**config.mk**
```make
export PLATFORM = sky130hd
export DESIGN_NAME = lc3_ctrl_fsm
export DESIGN_NICKNAME = d
export VERILOG_FILES = /design/src/rtl/lc3_pkg.sv /design/src/rtl/lc3_ctrl_decode.sv /design/src/rtl/lc3_ctrl_fsm.sv
export SDC_FILE = /design/constraint.sdc
export NUM_CORES = 1
export LEC_CHECK = 0
export CAP_MARGIN = 20
export CORE_UTILIZATION = 44
export CTS_BUF_LIST = sky130_fd_sc_hd__clkbuf_8 sky130_fd_sc_hd__clkbuf_16
export DETAILED_ROUTE_END_ITERATION = 8
export PLACE_DENSITY = 0.91
export SYNTH_ARGS = -nofsm -noshare
export SYNTH_HDL_FRONTEND = slang
export SYNTH_SLANG_ARGS = --single-unit
```
**constraint.sdc**
```tcl
create_clock -name clk -period 3.11 [get_ports clk]
set_clock_uncertainty 0.15 [all_clocks]
set_input_delay 0.4665 -clock clk [delete_from_list [all_inputs] [get_ports clk]]
set_output_delay 0.4665 -clock clk [all_outputs]
set_load 0.01 [all_outputs]
```
**src/rtl/lc3_pkg.sv**
```systemverilog
// ============================================================================
// Module      : lc3_pkg
// Description : Shared opcodes, FSM state encoding, datapath select encodings
//               and the control-word structure for the LC-3 control sequencer.
// Revision    : 1.0 - initial release
// ============================================================================
`default_nettype none

package lc3_pkg;

    // Opcodes, IR[15:12]
    localparam logic [3:0] c_OP_BR   = 4'b0000;
    localparam logic [3:0] c_OP_ADD  = 4'b0001;
    localparam logic [3:0] c_OP_LD   = 4'b0010;
    localparam logic [3:0] c_OP_ST   = 4'b0011;
    localparam logic [3:0] c_OP_JSR  = 4'b0100;
    localparam logic [3:0] c_OP_AND  = 4'b0101;
    localparam logic [3:0] c_OP_LDR  = 4'b0110;
    localparam logic [3:0] c_OP_STR  = 4'b0111;
    localparam logic [3:0] c_OP_RTI  = 4'b1000;
    localparam logic [3:0] c_OP_NOT  = 4'b1001;
    localparam logic [3:0] c_OP_LDI  = 4'b1010;
    localparam logic [3:0] c_OP_STI  = 4'b1011;
    localparam logic [3:0] c_OP_JMP  = 4'b1100;
    localparam logic [3:0] c_OP_RES  = 4'b1101;
    localparam logic [3:0] c_OP_LEA  = 4'b1110;
    localparam logic [3:0] c_OP_TRAP = 4'b1111;

    // PC input mux
    localparam logic [1:0] c_SELPC_INC = 2'b00;
    localparam logic [1:0] c_SELPC_EAB = 2'b01;
    localparam logic [1:0] c_SELPC_BUS = 2'b10;

    // Second EAB addend
    localparam logic [1:0] c_EAB2_ZERO  = 2'b00;
    localparam logic [1:0] c_EAB2_OFF6  = 2'b01;
    localparam logic [1:0] c_EAB2_OFF9  = 2'b10;
    localparam logic [1:0] c_EAB2_OFF11 = 2'b11;

    // ALU operation
    localparam logic [1:0] c_ALU_ADD  = 2'b00;
    localparam logic [1:0] c_ALU_AND  = 2'b01;
    localparam logic [1:0] c_ALU_NOT  = 2'b10;
    localparam logic [1:0] c_ALU_PASS = 2'b11;

    // Trap vector that parks the machine when halting is built in
    localparam logic [7:0] c_TRAP_HALT = 8'h25;

    // Link register used by JSR/JSRR/TRAP
    localparam logic [2:0] c_REG_LINK = 3'd7;

    typedef enum logic [4:0] {
        FETCH0   = 5'd0,
        FETCH1   = 5'd1,
        FETCH2   = 5'd2,
        DECODE   = 5'd3,
        EX_ALU   = 5'd4,
        EX_BR    = 5'd5,
        EX_JMP   = 5'd6,
        EX_JSR0  = 5'd7,
        EX_JSR1  = 5'd8,
        EX_EA    = 5'd9,
        EX_IND0  = 5'd10,
        EX_IND1  = 5'd11,
        EX_RD0   = 5'd12,
        EX_RD1   = 5'd13,
        EX_WR0   = 5'd14,
        EX_WR1   = 5'd15,
        EX_LEA   = 5'd16,
        EX_TRAP0 = 5'd17,
        EX_TRAP1 = 5'd18,
        EX_TRAP2 = 5'd19,
        HALT     = 5'd20
    } state_t;

    // Complete control word driven towards the datapath
    typedef struct packed {
        logic       ldPC;
        logic       ldIR;
        logic       ldMAR;
        logic       ldMDR;
        logic       ldReg;
        logic       flagWE;
        logic       gatePC;
        logic       gateMDR;
        logic       gateALU;
        logic       gateMARMUX;
        logic [1:0] selPC;
        logic       selEAB1;
        logic [1:0] selEAB2;
        logic       selMAR;
        logic       selMDR;
        logic [1:0] aluControl;
        logic [2:0] DR;
        logic [2:0] SR1;
        logic [2:0] SR2;
        logic       mem_en;
        logic       memWE;
    } ctrl_t;

    // Memory-operand opcodes that write a register (as opposed to stores)
    function automatic logic is_load(input logic [3:0] op);
        return (op == c_OP_LD) || (op == c_OP_LDR) || (op == c_OP_LDI);
    endfunction

    // Memory-operand opcodes that need the pointer fetch
    function automatic logic is_indirect(input logic [3:0] op);
        return (op == c_OP_LDI) || (op == c_OP_STI);
    endfunction

    // BR condition: any requested flag that is currently set
    function automatic logic br_taken(input logic [15:0] ir,
                                      input logic n, input logic z, input logic p);
        return (ir[11] & n) | (ir[10] & z) | (ir[9] & p);
    endfunction

endpackage

`default_nettype wire

```
**src/rtl/lc3_ctrl_decode.sv**
```systemverilog
// ============================================================================
// Module      : lc3_ctrl_decode
// Description : Combinational per-state control-word decode for the LC-3
//               sequencer. Memory-completion qualifiers (ldMDR on a read)
//               follow mem_rdy within the same cycle.
// Revision    : 1.0 - initial release
// ============================================================================
`default_nettype none

module lc3_ctrl_decode
    import lc3_pkg::*;
(
    input  logic        rst,
    input  state_t      state,
    input  logic [15:0] ir,
    input  logic        n,
    input  logic        z,
    input  logic        p,
    input  logic        mem_rdy,
    output ctrl_t       ctl
);

    logic [3:0] w_op;
    logic       w_unused_ir;

    assign w_op        = ir[15:12];
    assign w_unused_ir = ^ir[5:3];

    // Translate the current state (or reset) into the datapath control word
    always_comb begin
        ctl = '0;
        if (rst) begin
            ctl.ldPC  = 1'b1;
            ctl.selPC = c_SELPC_BUS;
        end else begin
            case (state)
                FETCH0: begin
                    ctl.gatePC = 1'b1;
                    ctl.ldMAR  = 1'b1;
                    ctl.ldPC   = 1'b1;
                    ctl.selPC  = c_SELPC_INC;
                end
                FETCH1, EX_IND0, EX_RD0, EX_TRAP1: begin
                    ctl.mem_en = 1'b1;
                    ctl.selMDR = 1'b1;
                    ctl.ldMDR  = mem_rdy;
                end
                FETCH2: begin
                    ctl.gateMDR = 1'b1;
                    ctl.ldIR    = 1'b1;
                end
                EX_ALU: begin
                    ctl.gateALU = 1'b1;
                    ctl.ldReg   = 1'b1;
                    ctl.flagWE  = 1'b1;
                    ctl.DR      = ir[11:9];
                    ctl.SR1     = ir[8:6];
                    ctl.SR2     = ir[2:0];
                    case (w_op)
                        c_OP_AND: ctl.aluControl = c_ALU_AND;
                        c_OP_NOT: ctl.aluControl = c_ALU_NOT;
                        default:  ctl.aluControl = c_ALU_ADD;
                    endcase
                end
                EX_BR: begin
                    ctl.selPC   = c_SELPC_EAB;
                    ctl.selEAB1 = 1'b0;
                    ctl.selEAB2 = c_EAB2_OFF9;
                    ctl.ldPC    = br_taken(ir, n, z, p);
                end
                EX_JMP: begin
                    ctl.ldPC    = 1'b1;
                    ctl.selPC   = c_SELPC_EAB;
                    ctl.selEAB1 = 1'b1;
                    ctl.selEAB2 = c_EAB2_ZERO;
                    ctl.SR1     = ir[8:6];
                end
                EX_JSR0: begin
                    ctl.gatePC = 1'b1;
                    ctl.ldReg  = 1'b1;
                    ctl.DR     = c_REG_LINK;
                end
                EX_JSR1: begin
                    ctl.ldPC  = 1'b1;
                    ctl.selPC = c_SELPC_EAB;
                    if (ir[11]) begin
                        ctl.selEAB1 = 1'b0;
                        ctl.selEAB2 = c_EAB2_OFF11;
                    end else begin
                        ctl.selEAB1 = 1'b1;
                        ctl.selEAB2 = c_EAB2_ZERO;
                        ctl.SR1     = ir[8:6];
                    end
                end
                EX_EA: begin
                    ctl.gateMARMUX = 1'b1;
                    ctl.selMAR     = 1'b0;
                    ctl.ldMAR      = 1'b1;
                    if ((w_op == c_OP_LDR) || (w_op == c_OP_STR)) begin
                        ctl.selEAB1 = 1'b1;
                        ctl.selEAB2 = c_EAB2_OFF6;
                        ctl.SR1     = ir[8:6];
                    end else begin
                        ctl.selEAB1 = 1'b0;
                        ctl.selEAB2 = c_EAB2_OFF9;
                    end
                end
                EX_IND1: begin
                    ctl.gateMDR = 1'b1;
                    ctl.ldMAR   = 1'b1;
                end
                EX_RD1: begin
                    ctl.gateMDR = 1'b1;
                    ctl.ldReg   = 1'b1;
                    ctl.flagWE  = 1'b1;
                    ctl.DR      = ir[11:9];
                end
                EX_WR0: begin
                    ctl.SR1        = ir[11:9];
                    ctl.gateALU    = 1'b1;
                    ctl.aluControl = c_ALU_PASS;
                    ctl.ldMDR      = 1'b1;
                    ctl.selMDR     = 1'b0;
                end
                EX_WR1: begin
                    ctl.mem_en = 1'b1;
                    ctl.memWE  = 1'b1;
                end
                EX_LEA: begin
                    ctl.gateMARMUX = 1'b1;
                    ctl.selMAR     = 1'b0;
                    ctl.selEAB1    = 1'b0;
                    ctl.selEAB2    = c_EAB2_OFF9;
                    ctl.ldReg      = 1'b1;
                    ctl.flagWE     = 1'b1;
                    ctl.DR         = ir[11:9];
                end
                EX_TRAP0: begin
                    ctl.selMAR = 1'b1;
                    ctl.ldMAR  = 1'b1;
                    ctl.gatePC = 1'b1;
                    ctl.ldReg  = 1'b1;
                    ctl.DR     = c_REG_LINK;
                end
                EX_TRAP2: begin
                    ctl.gateMDR = 1'b1;
                    ctl.ldPC    = 1'b1;
                    ctl.selPC   = c_SELPC_BUS;
                end
                default: ;  // DECODE, HALT: everything idle
            endcase
        end
    end

endmodule

`default_nettype wire

```
**src/rtl/lc3_ctrl_fsm.sv**
```systemverilog
// ============================================================================
// Module      : lc3_ctrl_fsm
// Description : Multi-cycle fetch/decode/execute sequencer for the LC-3
//               datapath, with variable-latency memory handshake.
//               Build option LC3_HALT_EN: TRAP x25 parks the machine in HALT
//               (all controls low) after R7 is written, until reset.
// Revision    : 1.0 - initial release
// ============================================================================
`default_nettype none

module lc3_ctrl_fsm
    import lc3_pkg::*;
#(
    parameter logic [15:0] RESET_PC = 16'h3000
) (
    input  logic        clk,
    input  logic        rst,
    input  logic [15:0] IR,
    input  logic        N,
    input  logic        Z,
    input  logic        P,
    input  logic        mem_rdy,
    output logic        ldPC,
    output logic        ldIR,
    output logic        ldMAR,
    output logic        ldMDR,
    output logic        ldReg,
    output logic        flagWE,
    output logic        gatePC,
    output logic        gateMDR,
    output logic        gateALU,
    output logic        gateMARMUX,
    output logic [1:0]  selPC,
    output logic        selEAB1,
    output logic [1:0]  selEAB2,
    output logic        selMAR,
    output logic        selMDR,
    output logic [1:0]  aluControl,
    output logic [2:0]  DR,
    output logic [2:0]  SR1,
    output logic [2:0]  SR2,
    output logic        mem_en,
    output logic        memWE,
    output logic [15:0] pc_init
);

    state_t     r_state;
    ctrl_t      w_ctl;
    logic [3:0] w_op;

    assign w_op = IR[15:12];

    // Sequence through fetch, decode and the per-opcode execute paths
    always_ff @(posedge clk) begin
        if (rst) begin
            r_state <= FETCH0;
        end else begin
            case (r_state)
                FETCH0:   r_state <= FETCH1;
                FETCH1:   if (mem_rdy) r_state <= FETCH2;
                FETCH2:   r_state <= DECODE;
                DECODE: begin
                    case (w_op)
                        c_OP_ADD, c_OP_AND, c_OP_NOT: r_state <= EX_ALU;
                        c_OP_BR:                      r_state <= EX_BR;
                        c_OP_JMP:                     r_state <= EX_JMP;
                        c_OP_JSR:                     r_state <= EX_JSR0;
                        c_OP_LD, c_OP_LDR, c_OP_LDI,
                        c_OP_ST, c_OP_STR, c_OP_STI:  r_state <= EX_EA;
                        c_OP_LEA:                     r_state <= EX_LEA;
                        c_OP_TRAP:                    r_state <= EX_TRAP0;
                        default:                      r_state <= FETCH0;
                    endcase
                end
                EX_JSR0:  r_state <= EX_JSR1;
                EX_EA: begin
                    if (is_indirect(w_op))  r_state <= EX_IND0;
                    else if (is_load(w_op)) r_state <= EX_RD0;
                    else                    r_state <= EX_WR0;
                end
                EX_IND0:  if (mem_rdy) r_state <= EX_IND1;
                EX_IND1:  r_state <= is_load(w_op) ? EX_RD0 : EX_WR0;
                EX_RD0:   if (mem_rdy) r_state <= EX_RD1;
                EX_WR0:   r_state <= EX_WR1;
                EX_WR1:   if (mem_rdy) r_state <= FETCH0;
`ifdef LC3_HALT_EN
                EX_TRAP0: r_state <= (IR[7:0] == c_TRAP_HALT) ? HALT : EX_TRAP1;
                HALT:     r_state <= HALT;
`else
                EX_TRAP0: r_state <= EX_TRAP1;
`endif
                EX_TRAP1: if (mem_rdy) r_state <= EX_TRAP2;
                default:  r_state <= FETCH0;  // single-cycle executes and TRAP2
            endcase
        end
    end

    lc3_ctrl_decode u_decode (
        .rst     (rst),
        .state   (r_state),
        .ir      (IR),
        .n       (N),
        .z       (Z),
        .p       (P),
        .mem_rdy (mem_rdy),
        .ctl     (w_ctl)
    );

    assign ldPC       = w_ctl.ldPC;
    assign ldIR       = w_ctl.ldIR;
    assign ldMAR      = w_ctl.ldMAR;
    assign ldMDR      = w_ctl.ldMDR;
    assign ldReg      = w_ctl.ldReg;
    assign flagWE     = w_ctl.flagWE;
    assign gatePC     = w_ctl.gatePC;
    assign gateMDR    = w_ctl.gateMDR;
    assign gateALU    = w_ctl.gateALU;
    assign gateMARMUX = w_ctl.gateMARMUX;
    assign selPC      = w_ctl.selPC;
    assign selEAB1    = w_ctl.selEAB1;
    assign selEAB2    = w_ctl.selEAB2;
    assign selMAR     = w_ctl.selMAR;
    assign selMDR     = w_ctl.selMDR;
    assign aluControl = w_ctl.aluControl;
    assign DR         = w_ctl.DR;
    assign SR1        = w_ctl.SR1;
    assign SR2        = w_ctl.SR2;
    assign mem_en     = w_ctl.mem_en;
    assign memWE      = w_ctl.memWE;
    assign pc_init    = RESET_PC;

endmodule

`default_nettype wire

```
==> flow_summary.ini <==
[synth]
ys_warn_count = 0
ys_seq_elements = 5
synth_cell_type_count = 53
synthTopCellsByArea = buf_4, a21oi_1, dfxtp_1
synth-edff-count = 0
synth_area_um2 = 1370
async_flop_share_pct = 0
yosysSeqAreaShare_pct = 7.33
syn_area_per_cell_um2 = 6.29
synthCells = 217
synth_ff_type = dfxtp_1
synth_top_area_cell = buf_4
synth_top_cell_area_share_pct = 9.35

[route]
route.detailed.drc = 1
drt_first_pass_iters = 9
drt-wirelength-per-cell_um = 15.1
drt-initial-drc-count = 165
vias = 1826
drt_wl_total_um = 4490
antenna_left = 0
viasPerCell = 6.13

[place]
place.gp.congestion = 0.929
place_area_um2 = 1880
portBuffers = 48
hpwl_um = 3430

[final_layout]
top_regs = r_state (5)
postLayoutCellArea_um2 = 1950
drive_gt1_share_pct = 12.4
post-route-util_pct = 68.2
top_register = r_state
antenna_cells = 0
area_delta_synth_final_pct = 42.5
largest_reg_flops = 5
final_nets = 290

[power]
switching_share_pct = 46.1
intPower_w = 0.000387
netSwitchingPower_w = 0.000332
power_leakage_nw = 0.771
peakVddDrop_v = 0.000294
combPwrFrac_pct = 69.7
pwr-share-clk_pct = 15.7
seqPwrFrac_pct = 14.7
powerDensity_nw_per_um2 = 370

[floorplan]
ioPinCount = 68
die_area_um2 = 3330
initial_core_util_pct = 47.9
std_cell_rows = 19
core_um2 = 2850
die_x_um = 57.7
die_h_um = 57.7

[hold_path]
holdPathStages = 3
min_path_type = reg -> reg
worstHoldStart = r_state[0]

[setup_path]
slowest_stage = dfxtp_1
cp_cell_sequence = inv_1 -> or3_1 -> a21oi_1 -> o21a_1 -> clkdlybuf4s50_1
reg2reg_from = r_state[1]
critPathArrivalTime_ns = 2.34
cp.required_ns = 2.49
critical_path_class = reg -> out
start_kind = register
rrSetupSlack_ns = 1.06
path_buf_inv = 2
cp_max_fo = 11
end_kind = primary output
cpLargestDelayFamily = buffers and inverters
r2r_cells = 5
crit_cells = 5
cp-startpoint = r_state[1]
worst_path_largest_cell_delay_ns = 0.56

[timing]
finalSetupViolations = 0
fin_crit_ns = 2.96
tns_ns = 0
post-route-period-util_pct = 95.0
tightestPinTransition_ns = 0.484
finalMaxSlewViolations = 0
hold_viol = 0
fmax_mhz = 338
slew_headroom_pct = 67.3
rsz0062_at_grt = false

[grt]
grt_pass1_vias = 1593
grt_max_degree = 24
grt_overflow = 0
grt_first_pass_wirelength_um = 7260
antenna_found_initial = 0
grt_usage_pct = 27.3

[cts]
clock_path_buffers = 2
hold_buffers = 0
root_buffer = clkbuf_8
cts_buffers = 3
htree_levels = 1
clkTransAtPathRegs_ns = 0.03
cts_tree = yes
postCtsSetupRepairBufs = 0
clock_latency_ns = 0.21
cts_resized = 0
clock-sinks = 5

[status]
status = complete, but fails checks
violations = DRC

[job]
drv_cap = 0
-- worst register-to-register path, stage by stage, from the launching register on --
cell     delay [ns]
dfxtp_1        0.56
inv_1          0.26
or4_4          0.60
a31oi_1        0.19
o22ai_1        0.09
a21oi_1        0.13
-- path summary, 6_finish.rpt --
kind                     end
setup reg to reg  r_state[2]
hold reg to reg   r_state[0]
hold / removal    r_state[0]
setup / recovery       DR[0]
-- cell usage after synthesis (all sizes together), types with 4 or more instances --
| cell type | number |
|---|---|
| or2 | 4 |
| a22oi | 6 |
| nor3 | 8 |
| inv | 7 |
| o21ai | 11 |
| o21a | 6 |
| nor4 | 6 |
| a21oi | 20 |
| o22ai | 5 |
| nand2 | 20 |
| nor2b | 4 |
| nand2b | 10 |
| dfxtp | 5 |
| clkbuf | 6 |
| nor2 | 21 |
| buf | 29 |
-- power by group through the flow --
| stage | sequential [W] | clock (W) | combinational (W) |
|---|---|---|---|
| finish | 0.000106 | 0.000113 | 0.000501 |
| detailed placement | 0.000104 | 0 | 0.000487 |
| floorplan | 0.0000794 | 0 | 0.000343 |
| CTS | 0.000103 | 0.000117 | 0.000489 |
| global placement | 0.000105 | 0 | 0.000482 |
| global route | 0.000108 | 0.000124 | 0.000544 |
-- per-layer routing --
metal	track usage, %	routed length (µm)	share of wire, %
met4	3.74	36	0.80
met1	39.0	1890	42
met3	4.69	472	11
met2	44.0	2090	46
met5	0	0	0
-- cell families (layout without fill, tap and decap cells) --
logic type | after synthesis | in the layout | synth area share, %
AOI/OAI and AO/OA | 69 | 69 | 34.5
and+or+nand+nor | 98 | 98 | 39.5
xor gates and xnor gates | 1 | 1 | 0.642
other | 2 | 16 | 0.550
DFF | 5 | 5 | 7.33
buffers and inverters | 42 | 78 | 17.5
-- cells in the final DEF (no fill, tap or decap), types with 2 or more instances in the layout --
cell type and count:
o32ai_1 3, dfxtp_1 3, or3_1 3, a22oi_1 6, nor2_1 21, nand3_1 3, nand2b_1 10, o2bb2ai_1 2
inv_1 7, o21ai_0 11, conb_1 16, or2_1 3, a2111oi_0 2, o21a_1 6, dlymetal6s2s_1 4, a32oi_1 3
a21boi_0 2, nor2b_1 4, and2_1 3, nand3b_1 2, a21oi_1 19, buf_4 18, nor3_1 7, clkbuf_8 3
dfxtp_2 2, nand2_1 20, clkdlybuf4s50_1 44, and3b_1 3, nand4_1 2, and2b_1 2, nor4_1 5, o22ai_1 5
-- area by class of cell --
cell class / count / area [µm²]
multi-input cells: 184 / 1090
fillers: 254 / 907
repair buffers: 67 / 646
flip-flops and latches: 5 / 103
clock buffers: 3 / 41.3
well taps: 31 / 38.8
inverters: 7 / 26.3
clock inverters: 1 / 3.75
-- through the flow --
step | total power [W] | instances | hold WS, ns | setup WS (ns)
floorplan | 0.000423 | 231 | 0.525 | 0.901
global placement | 0.000587 | 294 | 0.618 | 0.0310
detailed placement | 0.000591 | 294 | 0.616 | 0.0180
CTS | 0.000709 | 298 | 0.624 | 0.0179
global route | 0.000776 | 298 | 0.607 | 0.0271
finish | 0.000719 | 298 | 0.558 | 0.155
Note: power is estimated with default switching activity, not from simulation.
